===== src/rtl/mem_data_arbiter_pkg.sv =====
// Shared definitions for the mem_data arbiter: bus widths, lock limit
// default, requester identifiers and small helpers.
package mem_data_arbiter_pkg;

    // Address width of mem_data (word addressed).
    localparam int MEM_WIDTH  = 10;
    // Data word width of mem_data.
    localparam int DATA_WIDTH = 16;
    // Default bound on consecutive granted cycles while a requester holds the lock.
    localparam int LOCK_MAX_DEFAULT = 16;

    // Identifies one of the two requesters; also used to remember the last winner.
    typedef enum logic {
        SIDE_A = 1'b0,
        SIDE_B = 1'b1
    } side_e;

    // Request bundle from one requester, captured as a unit for routing.
    typedef struct packed {
        logic                  req;
        logic                  we;
        logic                  lock;
        logic [MEM_WIDTH-1:0]  addr;
        logic [DATA_WIDTH-1:0] wdata;
    } mem_req_t;

    // The requester that is not 's'; round-robin favours this one on a tie.
    function automatic side_e side_other(input side_e s);
        return (s == SIDE_A) ? SIDE_B : SIDE_A;
    endfunction

    // Width needed to count up to and including 'max_val'.
    function automatic int cnt_width(input int max_val);
        int w;
        w = 1;
        while ((1 << w) <= max_val) begin
            w = w + 1;
        end
        return w;
    endfunction

endpackage


===== src/rtl/mem_arb_rr2.sv =====
// Combinational two-way round-robin grant. A lone requester always wins;
// on a tie the requester that did not win last time is chosen.
import mem_data_arbiter_pkg::*;

module mem_arb_rr2 (
    input  logic  req_a_i,
    input  logic  req_b_i,
    input  side_e last_i,
    output logic  gnt_a_o,
    output logic  gnt_b_o
);

    side_e favoured;

    // Tie-break towards the side opposite the previous winner.
    always_comb begin
        favoured = side_other(last_i);
        gnt_a_o  = 1'b0;
        gnt_b_o  = 1'b0;
        if (req_a_i && req_b_i) begin
            gnt_a_o = (favoured == SIDE_A);
            gnt_b_o = (favoured == SIDE_B);
        end else begin
            gnt_a_o = req_a_i;
            gnt_b_o = req_b_i;
        end
    end

endmodule


===== src/rtl/mem_data_arbiter.sv =====
// Shares the single-port mem_data between requester A (load/store unit)
// and requester B (I/O / DMA). Per-cycle round-robin, optional bus lock
// bounded to LOCK_MAX consecutive grants, and return of the 1-cycle read
// data to whichever side was granted the read.
import mem_data_arbiter_pkg::*;

module mem_data_arbiter #(
    // Maximum consecutive grants to a locked owner; must be at least 2.
    parameter int LOCK_MAX = LOCK_MAX_DEFAULT
) (
    input  logic                  clk,
    input  logic                  rst_n,

    input  logic                  a_req_i,
    input  logic                  a_we_i,
    input  logic                  a_lock_i,
    input  logic [MEM_WIDTH-1:0]  a_addr_i,
    input  logic [DATA_WIDTH-1:0] a_wdata_i,
    output logic                  a_gnt_o,
    output logic                  a_rvalid_o,
    output logic [DATA_WIDTH-1:0] a_rdata_o,

    input  logic                  b_req_i,
    input  logic                  b_we_i,
    input  logic                  b_lock_i,
    input  logic [MEM_WIDTH-1:0]  b_addr_i,
    input  logic [DATA_WIDTH-1:0] b_wdata_i,
    output logic                  b_gnt_o,
    output logic                  b_rvalid_o,
    output logic [DATA_WIDTH-1:0] b_rdata_o,

    output logic                  m_we_o,
    output logic [MEM_WIDTH-1:0]  m_addr_o,
    output logic [DATA_WIDTH-1:0] m_data_in_o,
    input  logic [DATA_WIDTH-1:0] m_data_out_i
);

    // Ownership states; legacy-style constants kept in this file.
    localparam logic [1:0] ST_IDLE  = 2'd0;
    localparam logic [1:0] ST_OWN_A = 2'd1;
    localparam logic [1:0] ST_OWN_B = 2'd2;

    localparam int               CNT_W   = cnt_width(LOCK_MAX);
    localparam logic [CNT_W-1:0] CNT_MAX = CNT_W'(LOCK_MAX);
    localparam logic [CNT_W-1:0] CNT_ONE = CNT_W'(1);

    logic [1:0]       state_q, state_d;
    side_e            last_q, last_d;
    logic [CNT_W-1:0] lock_cnt_q, lock_cnt_d;
    logic             a_rvalid_q, b_rvalid_q;

    mem_req_t         req_a, req_b;
    logic             arb_gnt_a, arb_gnt_b;
    logic             gnt_a, gnt_b;

    assign req_a = '{req: a_req_i, we: a_we_i, lock: a_lock_i, addr: a_addr_i, wdata: a_wdata_i};
    assign req_b = '{req: b_req_i, we: b_we_i, lock: b_lock_i, addr: b_addr_i, wdata: b_wdata_i};

    mem_arb_rr2 u_rr2 (
        .req_a_i (req_a.req),
        .req_b_i (req_b.req),
        .last_i  (last_q),
        .gnt_a_o (arb_gnt_a),
        .gnt_b_o (arb_gnt_b)
    );

    // Ownership FSM: decides this cycle's grant and the next state/lock count.
    always_comb begin
        state_d    = state_q;
        last_d     = last_q;
        lock_cnt_d = lock_cnt_q;
        gnt_a      = 1'b0;
        gnt_b      = 1'b0;
        case (state_q)
            ST_IDLE: begin
                gnt_a      = arb_gnt_a;
                gnt_b      = arb_gnt_b;
                lock_cnt_d = '0;
                if (arb_gnt_a) begin
                    last_d = SIDE_A;
                    if (req_a.lock) begin
                        state_d    = ST_OWN_A;
                        lock_cnt_d = CNT_ONE;
                    end
                end else if (arb_gnt_b) begin
                    last_d = SIDE_B;
                    if (req_b.lock) begin
                        state_d    = ST_OWN_B;
                        lock_cnt_d = CNT_ONE;
                    end
                end
            end
            ST_OWN_A: begin
                // Expiry is checked first so a locked owner cannot exceed the bound.
                if (lock_cnt_q == CNT_MAX) begin
                    state_d    = ST_IDLE;
                    lock_cnt_d = '0;
                    last_d     = SIDE_A;
                end else if (req_a.req) begin
                    gnt_a = 1'b1;
                    if (req_a.lock) begin
                        lock_cnt_d = lock_cnt_q + CNT_ONE;
                    end else begin
                        state_d    = ST_IDLE;
                        lock_cnt_d = '0;
                    end
                end else begin
                    state_d    = ST_IDLE;
                    lock_cnt_d = '0;
                end
            end
            ST_OWN_B: begin
                if (lock_cnt_q == CNT_MAX) begin
                    state_d    = ST_IDLE;
                    lock_cnt_d = '0;
                    last_d     = SIDE_B;
                end else if (req_b.req) begin
                    gnt_b = 1'b1;
                    if (req_b.lock) begin
                        lock_cnt_d = lock_cnt_q + CNT_ONE;
                    end else begin
                        state_d    = ST_IDLE;
                        lock_cnt_d = '0;
                    end
                end else begin
                    state_d    = ST_IDLE;
                    lock_cnt_d = '0;
                end
            end
            default: begin
                state_d    = ST_IDLE;
                lock_cnt_d = '0;
            end
        endcase
    end

    // Grants are suppressed while reset is asserted, since the FSM sits in
    // IDLE during reset and would otherwise grant a waiting requester.
    assign a_gnt_o = gnt_a & rst_n;
    assign b_gnt_o = gnt_b & rst_n;

    // Memory port routing: winner's address/data, A's when nobody is granted.
    assign m_we_o      = (a_gnt_o & req_a.we) | (b_gnt_o & req_b.we);
    assign m_addr_o    = b_gnt_o ? req_b.addr  : req_a.addr;
    assign m_data_in_o = b_gnt_o ? req_b.wdata : req_a.wdata;

    // FSM, last-winner and lock counter state.
    always_ff @(posedge clk or negedge rst_n) begin
        if (!rst_n) begin
            state_q    <= ST_IDLE;
            last_q     <= SIDE_B;
            lock_cnt_q <= '0;
        end else begin
            state_q    <= state_d;
            last_q     <= last_d;
            lock_cnt_q <= lock_cnt_d;
        end
    end

    // Read-data valid flags: one cycle after a read grant, matching mem_data latency.
    always_ff @(posedge clk or negedge rst_n) begin
        if (!rst_n) begin
            a_rvalid_q <= 1'b0;
            b_rvalid_q <= 1'b0;
        end else begin
            a_rvalid_q <= a_gnt_o & ~req_a.we;
            b_rvalid_q <= b_gnt_o & ~req_b.we;
        end
    end

    assign a_rvalid_o = a_rvalid_q;
    assign b_rvalid_o = b_rvalid_q;
    assign a_rdata_o  = m_data_out_i;
    assign b_rdata_o  = m_data_out_i;

endmodule


===== config.mk =====
export PLATFORM = sky130hd
export DESIGN_NAME = mem_data_arbiter
export DESIGN_NICKNAME = d
export VERILOG_FILES = /design/src/rtl/mem_data_arbiter_pkg.sv /design/src/rtl/mem_arb_rr2.sv /design/src/rtl/mem_data_arbiter.sv
export SDC_FILE = /design/constraint.sdc
export NUM_CORES = 1
export LEC_CHECK = 0
export BUFFER_PORTS_ARGS = -buffer_cell sky130_fd_sc_hd__buf_4
export CORE_MARGIN = 4
export CORE_UTILIZATION = 24
export CTS_CLUSTER_SIZE = 20
export DETAILED_ROUTE_END_ITERATION = 10
export SLEW_MARGIN = 30
export SYNTH_ARGS = -nofsm -noshare
export SYNTH_HDL_FRONTEND = slang
export SYNTH_SLANG_ARGS = --single-unit

===== constraint.sdc =====
create_clock -name clk -period 5.1 [get_ports clk]
set_input_delay 0.255 -clock clk [delete_from_list [all_inputs] [get_ports clk]]
set_output_delay 0.255 -clock clk [all_outputs]
set_load 0.05 [all_outputs]

==> impl_metrics.sql, run 1 <==
INSERT INTO impl_metrics (metric_group, metric, value, unit) VALUES
('logic_synthesis', 'post-synth-top-area-cell', 'sky130_fd_sc_hd__mux2_2', ''),
('placed_design', 'gp_congestion', '0.758', ''),
('logic_synthesis', 'ys_seq_elements', '10', ''),
('drt', 'vias_per_cell', '4.00', ''),
('min_path', 'hp-class', 'in -> reg', ''),
('floorplan', 'die_h', '78.8', 'um'),
('drt', 'drt_iter0_markers', '25', ''),
('clock_tree', 'worst_skew_pair.late_latency', '0.23', 'ns'),
('logic_synthesis', 'synth.top_cell.area_share', '0.253', ''),
('clock_tree', 'numClockSinks', '10', ''),
('setup_path', 'worst_setup_path_start_kind', 'register', ''),
('setup_path', 'critPathArrivalTime', '2.44', 'ns'),
('placed_design', 'portBuffers', '90', ''),
('power', 'vdd_ir_drop_max', '0.138', 'mV'),
('drt', 'first_pass_iters', '4', ''),
('drt', 'drt_wl_cell', '13.8', 'um'),
('sta', 'finalMaxSlewViolations', '0', ''),
('sta', 'skew', '0.00251', 'ns'),
('setup_path', 'critical_path_peak_fanout', '28', ''),
('logic_synthesis', 'netlist_instances', '125', ''),
('floorplan', 'top_level_ports', '139', ''),
('finish', 'fill_cells', '503', ''),
('setup_path', 'worst-setup-path-type', 'reg -> out', ''),
('floorplan', 'core_area', '4790', 'um2'),
('clock_tree', 'cts_max_level', '1', ''),
('drt', 'post-route-drc-count', '0', ''),
('sta', 'worst-slew-pin-transition', '0.735', 'ns'),
('setup_path', 'cell_family_with_most_cp_delay', 'simple AND/OR/NAND/NOR gates', ''),
('global_routing', 'grt_first_pass_wirelength', '5.25', 'mm'),
('logic_synthesis', 'synth_area_per_cell', '9.63', 'um2'),
('sta', 'setup_violations_final', '0', ''),
('global_routing', 'grtUsageTotal', '0.107', ''),
('sta', 'final.period_utilization', '0.528', ''),
('setup_path', 'cp.buffers_inverters', '2', ''),
('global_routing', 'grt_max_degree', '29', ''),
('logic_synthesis', 'synth-seq-area-share', '0.209', ''),
('setup_path', 'worst_setup_path_end_kind', 'output port', ''),
('sta', 'timing.max_slew.rel_slack', '0.509', ''),
('clock_tree', 'cts_root_buffer', 'sky130_fd_sc_hd__clkbuf_8', ''),
('floorplan', 'core.rowCount', '25', ''),
('sta', 'grt_setup_unrepaired', 'false', ''),
('logic_synthesis', 'synth_cell_type_count', '30', ''),
('drt', 'detailroute.via_count', '1009', ''),
('global_routing', 'congestion_overflow_gr', '0', ''),
('global_routing', 'first_global_vias', '1061', ''),
('power', 'total_power', '0.000683', 'W'),
('power', 'ratio_of_total_power_to_cell_area', '387', 'nW/um2'),
('sta', 'timing.final.hold_violations', '0', ''),
('logic_synthesis', 'synthesis.area', '1200', 'um2'),
('finish', 'total_nets_final', '268', ''),
('logic_synthesis', 'yosys_warns', '0', ''),
('floorplan', 'fp.dieW', '78.8', 'um'),
('setup_path', 'crit_path_max_incr_delay', '0.58', 'ns'),
('setup_path', 'crit_required', '4.85', 'ns'),
('logic_synthesis', 'synth_enable_flop_cells', '0', ''),
('finish', 'sequential_standard_cell_area', '251', 'um2'),
('sta', 'period_minus_slack', '2.69', 'ns'),
('finish', 'num_antenna_cells', '0', ''),
('clock_tree', 'cts.path.max_buffers', '2', ''),
('finish', 'fraction_of_layout_instances_using_a_drive_strength_above_1', '0.676', ''),
('clock_tree', 'total_clock_buffers_created_by_cts', '3', ''),
('clock_tree', 'cts.clk_slew.worst_paths', '0.05', 'ns'),
('flow_run', 'maximum_capacitance_violations', '0', ''),
('placed_design', 'post-dp-hpwl', '2.91', 'mm'),
('drt', 'route.antenna.remaining_nets', '0', ''),
('global_routing', 'antenna_found_initial', '0', ''),
('floorplan', 'initial_core_util', '0.252', ''),
('finish', 'multi_input_gate_area_in_the_final_layout', '671', 'um2'),
('logic_synthesis', 'dominantRegCellSynth', 'sky130_fd_sc_hd__dfrtp_1', ''),
('logic_synthesis', 'synth_area_leaders', 'sky130_fd_sc_hd__mux2_2 (25%), sky130_fd_sc_hd__buf_4 (20%), sky130_fd_sc_hd__dfrtp_1 (19%)', ''),
('drt', 'drt_wl_total', '3.49', 'mm'),
('sta', 'fin_setup_tns', '0', 'ns'),
('outcome', 'run_status', 'completed', ''),
('logic_synthesis', 'postSynthNetCount', '207', ''),
('logic_synthesis', 'synth-async-reset-ratio', '1.00', ''),
('sta', 'max_freq', '371', 'MHz'),
('clock_tree', 'tritoncts', 'yes', ''),
('setup_path', 'cp_cell_sequence', 'inv_1, ha_1, a22oi_4, nor2_4, mux2_2, buf_4', ''),
('setup_path', 'timing.critical_path.slowest_stage_cell', 'sky130_fd_sc_hd__nor2_4', ''),
('power', 'power.static_leakage', '0.845', 'nW'),
('floorplan', 'die_area', '6210', 'um2'),
('finish', 'area_delta_synth_final', '46.4', '%');
==> placed cells by master, fill, tap and decap left out, types with 2 or more instances in the layout <==
cell type,count
sky130_fd_sc_hd__and2_1,2
sky130_fd_sc_hd__and3_1,2
sky130_fd_sc_hd__buf_4,90
sky130_fd_sc_hd__clkbuf_8,4
sky130_fd_sc_hd__dfrtp_1,9
sky130_fd_sc_hd__ha_1,6
sky130_fd_sc_hd__inv_1,4
sky130_fd_sc_hd__mux2_2,27
sky130_fd_sc_hd__nand2_1,8
sky130_fd_sc_hd__nand3_1,2
sky130_fd_sc_hd__nand4_1,2
sky130_fd_sc_hd__nor2_1,3
sky130_fd_sc_hd__nor3_1,6
sky130_fd_sc_hd__o21ai_0,2
sky130_fd_sc_hd__o221ai_1,2
sky130_fd_sc_hd__xor2_1,2
==> final timing paths <==
kind / from / to / slack [ns] / depth (start not counted)
setup / recovery: state_q[0]$_DFFE_PN0P_ / m_data_in_o[0] / 2.41 / 6
hold / removal: b_we_i / b_rvalid_o$_DFF_PN0_ / 0.19 / 2
setup reg to reg: state_q[0]$_DFFE_PN0P_ / state_q[0]$_DFFE_PN0P_ / 3.25 / 6
hold reg to reg: lock_cnt_q[2]$_DFF_PN0_ / lock_cnt_q[2]$_DFF_PN0_ / 0.61 / 2
max in group asynchronous: rst_n / last_q$_DFFE_PN1P_ / 4.47 / 2
min in group asynchronous: rst_n / lock_cnt_q[0]$_DFF_PN0_ / 0.40 / 2
==> where the power goes <==
part	total, W	switching, W	internal (W)
clock network	0.0000996	0.0000317	0.0000679
logic	0.000467	0.000283	0.000184
registers	0.000116	0.0000156	0.000101
total	0.000683	0.000330	0.000353
==> area by class of cell <==
type                            instances  share of cell area
Tap cell                               67              0.0476
Sequential cell                        10               0.143
Multi-Input combinational cell         76               0.381
Inverter                                4             0.00852
Clock buffer                            4              0.0312
Timing Repair Buffer                   91               0.389
==> cell families after synthesis <==
group                      count (synthesis)  share of synthesized area
buffers and inverters                     39                      0.234
muxes                                     27                      0.253
AOI/OAI and AO/OA                         11                     0.0780
adders and majority gates                  6                     0.0624
xor gates and xnor gates                   3                     0.0218
DFF                                       10                      0.209
and+or+nand+nor                           29                      0.142
==> registers in the layout (all words and copies together) (netlist names) <==
name        cells
lock_cnt_q      5
last_q          1
b_rvalid_o      1
a_rvalid_o      1
state_q         2
==> Yosys cell counts (all sizes together), types with 2 or more instances <==
library cell,n
ha,6
nand4,2
nand3,2
nor3,6
a22oi,2
xor2,2
mux2,27
inv,4
dfrtp,9
buf,34
o21ai,3
nor2,4
o221ai,2
and3,2
and2,2
nand2,8
==> worst reg2reg max path: stages, from the launching register on <==
cell and delay (ns):
sky130_fd_sc_hd__dfrtp_1 0.40, sky130_fd_sc_hd__inv_1 0.10, sky130_fd_sc_hd__ha_1 0.29, sky130_fd_sc_hd__and3_1 0.21
sky130_fd_sc_hd__o21ai_1 0.47, sky130_fd_sc_hd__nand4_1 0.18, sky130_fd_sc_hd__o221ai_1 0.11
==> per-layer routing <==
layer  global-route usage  vias up  part of all wire
met5                    0        -                 0
met4               0.0653        0             0.019
met3               0.0215        4             0.065
met2                0.164       39              0.52
met1                0.137      439              0.40
li1                     -      527                 -
==> what timing repair did <==
action / 4_1_cts / 5_1_grt
endpoints found under the hold margin: 9 / 0
setup buffers: 0 / 0
hold buffers: 1 / 0
resized for setup: 0 / 0
==> through the flow <==
step | utilization | setup slack, ns | instance area, um2 | instances | hold slack (ns)
CTS | 0.368 | 2.38 | 1760 | 252 | 0.180
global route | 0.368 | 2.23 | 1760 | 252 | 0.186
global placement | 0.355 | 2.66 | 1700 | 247 | 0.102
detailed placement | 0.355 | 2.62 | 1700 | 247 | 0.105
finish | 0.368 | 2.41 | 1760 | 252 | 0.186
floorplan | - | 2.56 | 1200 | 125 | -0.0406
(Power assumes the default switching activity.)
==> run 2, diff against run 1 <==
Clock period 5.1 ns to 2.6 ns, I/O delays scaled along.
==> run 2 against run 1 <==
Final cell count is 0.40% higher. Worst hold slack worse by 0.13 ns. Sequential power is 96% higher. Clock-buffer cell count stayed put. Total power is 94% higher. Critical endpoint unchanged.
==> impl_metrics.sql, run 2 (same netlist as run 1, synthesis figures left out) <==
INSERT INTO impl_metrics (metric_group, metric, value, unit) VALUES
('clock_tree', 'numClockSinks', '10', ''),
('floorplan', 'top_level_ports', '139', ''),
('sta', 'finalMaxSlewViolations', '0', ''),
('power', 'vdd_ir_drop_max', '0.279', 'mV'),
('sta', 'fin_setup_tns', '0', 'ns'),
('clock_tree', 'cts_root_buffer', 'sky130_fd_sc_hd__clkbuf_8', ''),
('drt', 'first_pass_iters', '4', ''),
('power', 'power.static_leakage', '0.845', 'nW'),
('finish', 'layout_common_cells', 'sky130_fd_sc_hd__buf_4 (91), sky130_fd_sc_hd__mux2_2 (27), sky130_fd_sc_hd__dfrtp_1 (9), sky130_fd_sc_hd__nand2_1 (8)', ''),
('setup_path', 'critPathArrivalTime', '2.23', 'ns'),
('floorplan', 'die_area', '6210', 'um2'),
('outcome', 'run_status', 'completed', ''),
('clock_tree', 'cts.path.max_buffers', '2', ''),
('finish', 'register_bank_with_the_most_flops', 'lock_cnt_q', ''),
('placed_design', 'post-dp-hpwl', '2.89', 'mm'),
('floorplan', 'core_area', '4790', 'um2'),
('drt', 'post-route-drc-count', '0', ''),
('clock_tree', 'worst_skew_pair.late_latency', '0.24', 'ns'),
('sta', 'worst-slew-pin-transition', '0.625', 'ns'),
('setup_path', 'critical_path_peak_fanout', '28', ''),
('finish', 'most_common_cell_after_layout_fill_and_taps_aside', 'sky130_fd_sc_hd__buf_4', ''),
('sta', 'period_minus_slack', '2.36', 'ns'),
('setup_path', 'crit_required', '2.47', 'ns'),
('global_routing', 'congestion_overflow_gr', '0', ''),
('clock_tree', 'cts.clk_slew.worst_paths', '0.05', 'ns'),
('drt', 'drt_iter0_markers', '35', ''),
('global_routing', 'first_global_vias', '1035', ''),
('floorplan', 'fp.dieW', '78.8', 'um'),
('finish', 'fraction_of_layout_instances_using_a_drive_strength_above_1', '0.672', ''),
('clock_tree', 'cts-resized-gates', '0', ''),
('finish', 'area_delta_synth_final', '46.2', '%'),
('floorplan', 'die_h', '78.8', 'um'),
('finish', 'num_antenna_cells', '0', ''),
('flow_run', 'maximum_capacitance_violations', '0', ''),
('sta', 'grt_setup_unrepaired', 'false', ''),
('sta', 'final.period_utilization', '0.909', ''),
('sta', 'skew', '0.00169', 'ns'),
('global_routing', 'grtUsageTotal', '0.102', ''),
('setup_path', 'worst_setup_path_start_kind', 'register', ''),
('clock_tree', 'tritoncts', 'yes', ''),
('clock_tree', 'cts_max_level', '1', ''),
('clock_tree', 'cts_hold_buf', '1', ''),
('clock_tree', 'total_clock_buffers_created_by_cts', '3', ''),
('sta', 'timing.max_slew.rel_slack', '0.580', ''),
('global_routing', 'grt_first_pass_wirelength', '5.03', 'mm'),
('placed_design', 'gp_congestion', '0.744', ''),
('finish', 'largest_register_ff_count', '5', ''),
('power', 'ratio_of_total_power_to_cell_area', '752', 'nW/um2'),
('placed_design', 'detailedPlace.worstSlack', '0.488', 'ns'),
('floorplan', 'core.rowCount', '25', ''),
('drt', 'drt_wl_cell', '13.6', 'um'),
('sta', 'timing.final.hold_violations', '0', ''),
('drt', 'drt_wl_total', '3.44', 'mm'),
('global_routing', 'grt_max_degree', '29', ''),
('placed_design', 'portBuffers', '90', ''),
('finish', 'fill_cells', '491', ''),
('drt', 'route.antenna.remaining_nets', '0', ''),
('min_path', 'hp-class', 'in -> reg', ''),
('global_routing', 'antenna_found_initial', '0', ''),
('finish', 'largest_registers', 'lock_cnt_q: 5 flops, state_q: 2 flops', ''),
('sta', 'setup_violations_final', '0', ''),
('drt', 'vias_per_cell', '4.13', ''),
('finish', 'total_nets_final', '269', ''),
('drt', 'detailroute.via_count', '1045', ''),
('sta', 'max_freq', '423', 'MHz'),
('setup_path', 'worst-setup-path-type', 'reg -> out', ''),
('setup_path', 'worst_setup_path_end_kind', 'output port', ''),
('floorplan', 'initial_core_util', '0.252', ''),
('sta', 'layout_setup_ws', '0.236', 'ns'),
('clock_tree', 'cts_post_setup_buffers_inserted', '0', '');
## run 2: changes by cell type in the layout (fill, tap and decap cells not counted), sizes merged
| cell | before | now |
|---|---|---|
| buf | 90 | 91 |
## run 2: per-layer routing
metal	part of all wire	track usage	vias to the layer above
met2	0.52	0.167	40
met5	0	0	-
met1	0.40	0.129	474
li1	-	-	527
met3	0.069	0.0227	4
met4	0.0099	0.0430	0
## run 2: path summary, 6_finish.rpt
kind | startpoint | to | slack, ns | depth (start not counted)
max | state_q[0]$_DFFE_PN0P_ | m_data_in_o[0] | 0.24 | 7
min | a_we_i | a_rvalid_o$_DFF_PN0_ | 0.05 | 2
max reg2reg | state_q[0]$_DFFE_PN0P_ | lock_cnt_q[0]$_DFF_PN0_ | 0.74 | 6
min reg2reg | lock_cnt_q[2]$_DFF_PN0_ | lock_cnt_q[2]$_DFF_PN0_ | 0.60 | 2
max in group asynchronous | rst_n | last_q$_DFFE_PN1P_ | 2.11 | 2
min in group asynchronous | rst_n | lock_cnt_q[2]$_DFF_PN0_ | 0.26 | 2
## run 2: report_power, final
part	switching [W]	internal (W)	total, W
registers	0.0000297	0.000197	0.000227
clock network	0.0000689	0.000108	0.000177
logic	0.000553	0.000365	0.000918
## run 2: cell type report
cell class	instances	area (um2)	area share
Clock buffer	4	45.0	0.0256
Inverter	4	15.0	0.00853
Multi-Input combinational cell	76	671	0.381
Sequential cell	10	251	0.143
Tap cell	67	83.8	0.0477
Timing Repair Buffer	92	693	0.394
## run 2: worst max-delay path, stage by stage, from the launching register on
cell and delay, ns:
sky130_fd_sc_hd__dfrtp_1 0.41, sky130_fd_sc_hd__inv_1 0.11, sky130_fd_sc_hd__ha_1 0.37, sky130_fd_sc_hd__a22oi_4 0.10, sky130_fd_sc_hd__nor2_4 0.08, sky130_fd_sc_hd__buf_4 0.33
sky130_fd_sc_hd__mux2_2 0.39, sky130_fd_sc_hd__buf_4 0.19
## run 2: stage by stage
step	util	hold WS (ns)	cells	area (um2)	total power, W
floorplan	-	-0.166	125	1200	0.00103
global placement	0.356	-0.0220	248	1700	0.00115
detailed placement	0.356	-0.0207	248	1700	0.00115
CTS	0.368	0.0542	253	1760	0.00133
global route	0.368	0.0669	253	1760	0.00140
finish	0.368	0.0527	253	1760	0.00132
==> run 3, diff against run 2 <==
Settings changed: RECOVER_POWER from default to 25, REMOVE_ABC_BUFFERS from default to 1.
==> run 3 against run 2 <==
Wire length increased by 17%. Sequential share of layout area shrank 0.081 points. Worst setup slack got worse by 0.0029 ns. Total power is 1.9% higher. Clock skew grew 0.00068 ns. Critical path depth unchanged. Largest power group unchanged.
==> impl_metrics.sql, run 3 (same netlist as run 1, synthesis figures left out) <==
INSERT INTO impl_metrics (metric_group, metric, value, unit) VALUES
('outcome', 'run_status', 'completed', ''),
('floorplan', 'die_h', '78.8', 'um'),
('sta', 'skew', '0.00237', 'ns'),
('clock_tree', 'cts-resized-gates', '0', ''),
('sta', 'worst-slew-pin-transition', '0.630', 'ns'),
('setup_path', 'crit_path_frequent_cell', 'sky130_fd_sc_hd__buf_4', ''),
('clock_tree', 'cts_post_setup_buffers_inserted', '0', ''),
('power', 'ratio_of_total_power_to_cell_area', '762', 'nW/um2'),
('clock_tree', 'total_clock_buffers_created_by_cts', '3', ''),
('floorplan', 'initial_core_util', '0.252', ''),
('drt', 'vias_per_cell', '4.27', ''),
('sta', 'fin_setup_tns', '0', 'ns'),
('floorplan', 'top_level_ports', '139', ''),
('clock_tree', 'worst_skew_pair.late_latency', '0.23', 'ns'),
('drt', 'first_pass_iters', '4', ''),
('sta', 'timing.max_slew.rel_slack', '0.577', ''),
('clock_tree', 'cts_hold_buf', '1', ''),
('finish', 'layout_common_cells', 'sky130_fd_sc_hd__buf_4 (91), sky130_fd_sc_hd__mux2_2 (27), sky130_fd_sc_hd__dfrtp_1 (9), sky130_fd_sc_hd__nand2_1 (8)', ''),
('global_routing', 'grt_max_degree', '29', ''),
('setup_path', 'cp.buffers_inverters', '3', ''),
('drt', 'drt_wl_total', '4.03', 'mm'),
('drt', 'drt_wl_cell', '15.9', 'um'),
('drt', 'post-route-drc-count', '0', ''),
('finish', 'area_delta_synth_final', '47.0', '%'),
('floorplan', 'core_area', '4790', 'um2'),
('power', 'vdd_ir_drop_max', '0.615', 'mV'),
('floorplan', 'die_area', '6210', 'um2'),
('setup_path', 'crit_required', '2.47', 'ns'),
('setup_path', 'timing.rr.end', 'state_q[1]$_DFFE_PN0P_', ''),
('setup_path', 'crit-reg2reg-launch', 'state_q[0]$_DFFE_PN0P_', ''),
('clock_tree', 'cts.path.max_buffers', '2', ''),
('clock_tree', 'tritoncts', 'yes', ''),
('finish', 'fraction_of_layout_instances_using_a_drive_strength_above_1', '0.677', ''),
('finish', 'total_nets_final', '269', ''),
('clock_tree', 'cts_max_level', '1', ''),
('min_path', 'hp-class', 'in -> reg', ''),
('drt', 'drt_iter0_markers', '20', ''),
('sta', 'final.period_utilization', '0.910', ''),
('clock_tree', 'numClockSinks', '10', ''),
('finish', 'instances_no_fill', '253', ''),
('setup_path', 'timing.critical_path.slowest_stage_cell', 'sky130_fd_sc_hd__dfrtp_1', ''),
('setup_path', 'worst-setup-path-type', 'reg -> out', ''),
('sta', 'layout_setup_ws', '0.233', 'ns'),
('clock_tree', 'cts_root_buffer', 'sky130_fd_sc_hd__clkbuf_8', ''),
('sta', 'grt_setup_unrepaired', 'false', ''),
('power', 'power.static_leakage', '0.851', 'nW'),
('sta', 'period_minus_slack', '2.37', 'ns'),
('placed_design', 'dp_cells', '248', ''),
('finish', 'largest_registers', 'lock_cnt_q: 5 flops, state_q: 2 flops', ''),
('global_routing', 'antenna_found_initial', '0', ''),
('setup_path', 'worst_setup_path_start_kind', 'register', ''),
('sta', 'timing.final.hold_violations', '0', ''),
('setup_path', 'crit_path_max_incr_delay', '0.40', 'ns'),
('flow_run', 'maximum_capacitance_violations', '0', ''),
('placed_design', 'portBuffers', '90', ''),
('setup_path', 'r2r_worst_path_depth', '6', ''),
('clock_tree', 'cts.clk_slew.worst_paths', '0.05', 'ns'),
('sta', 'max_freq', '423', 'MHz'),
('finish', 'num_antenna_cells', '0', ''),
('min_path', 'worst_hold_path.num_cells', '2', ''),
('setup_path', 'cp_cell_sequence', 'inv_1, ha_1, a22oi_4, nor2_4, buf_4, mux2_2, buf_4', ''),
('drt', 'route.antenna.remaining_nets', '0', ''),
('floorplan', 'fp.dieW', '78.8', 'um'),
('setup_path', 'cell_family_with_most_cp_delay', 'buffers and inverters', ''),
('finish', 'register_bank_with_the_most_flops', 'lock_cnt_q', ''),
('global_routing', 'grt_first_pass_wirelength', '5.96', 'mm'),
('power', 'total_power', '0.00135', 'W'),
('drt', 'detailroute.via_count', '1081', ''),
('setup_path', 'critical_path_peak_fanout', '28', ''),
('global_routing', 'grtUsageTotal', '0.122', ''),
('min_path', 'hold_path_end', 'a_rvalid_o$_DFF_PN0_', ''),
('setup_path', 'worst_setup_path_end_kind', 'output port', ''),
('finish', 'fill_cells', '501', ''),
('sta', 'setup_violations_final', '0', ''),
('setup_path', 'critPathArrivalTime', '2.24', 'ns'),
('min_path', 'hold_path.startpoint', 'a_we_i', ''),
('placed_design', 'post-dp-hpwl', '3.40', 'mm'),
('finish', 'final_util', '0.370', ''),
('sta', 'finalMaxSlewViolations', '0', ''),
('global_routing', 'first_global_vias', '1115', ''),
('placed_design', 'gp_congestion', '0.785', ''),
('setup_path', 'flop2flop_setup_slack', '0.72', 'ns'),
('placed_design', 'detailedPlace.worstSlack', '0.489', 'ns'),
('global_routing', 'congestion_overflow_gr', '0', ''),
('floorplan', 'core.rowCount', '25', ''),
('finish', 'largest_register_ff_count', '5', ''),
('finish', 'most_common_cell_after_layout_fill_and_taps_aside', 'sky130_fd_sc_hd__buf_4', '');
## run 3: through the flow
stage | instance area (um2) | hold slack [ns]
2_1_floorplan | 937 | -0.166
3_3_place_gp | 1700 | -0.0233
3_5_place_dp | 1700 | -0.0227
4_1_cts | 1770 | 0.0612
5_1_grt | 1770 | 0.0682
6_report | 1770 | 0.0683
## run 3: how the worst max path moves through the flow
stage / startpoint / to / slack, ns / cells after the start
after floorplan: state_q[0]$_DFFE_PN0P_ / m_we_o / 0.30 / 5
after global placement: state_q[0]$_DFFE_PN0P_ / m_data_in_o[13] / 0.51 / 7
after detailed placement: state_q[0]$_DFFE_PN0P_ / m_data_in_o[13] / 0.49 / 7
after CTS: state_q[0]$_DFFE_PN0P_ / m_data_in_o[13] / 0.22 / 7
after global routing: state_q[0]$_DFFE_PN0P_ / m_data_in_o[13] / 0.11 / 7
final: state_q[0]$_DFFE_PN0P_ / m_data_in_o[13] / 0.23 / 7
## run 3: per-layer routing
| layer | track usage | vias up | share of wire |
|---|---|---|---|
| li1 | - | 528 | - |
| met5 | 0.0273 | - | 0 |
| met4 | 0.0155 | 0 | 0 |
| met3 | 0.0782 | 0 | 0.13 |
| met1 | 0.148 | 492 | 0.38 |
| met2 | 0.184 | 61 | 0.49 |
## run 3: area by class of cell
class                      instances  area, um2  area share
timing repair buffer              92        693       0.392
clock buffer                       4       55.1      0.0311
sequential                        10        251       0.142
inverter                           4       15.0     0.00849
tap                               67       83.8      0.0474
multi-input combinational         76        671       0.379
## run 3: power by group
| group | internal (W) | total [W] | switching, W |
|---|---|---|---|
| combinational | 0.000366 | 0.000927 | 0.000562 |
| clock | 0.000133 | 0.000193 | 0.0000605 |
| sequential | 0.000198 | 0.000227 | 0.0000294 |
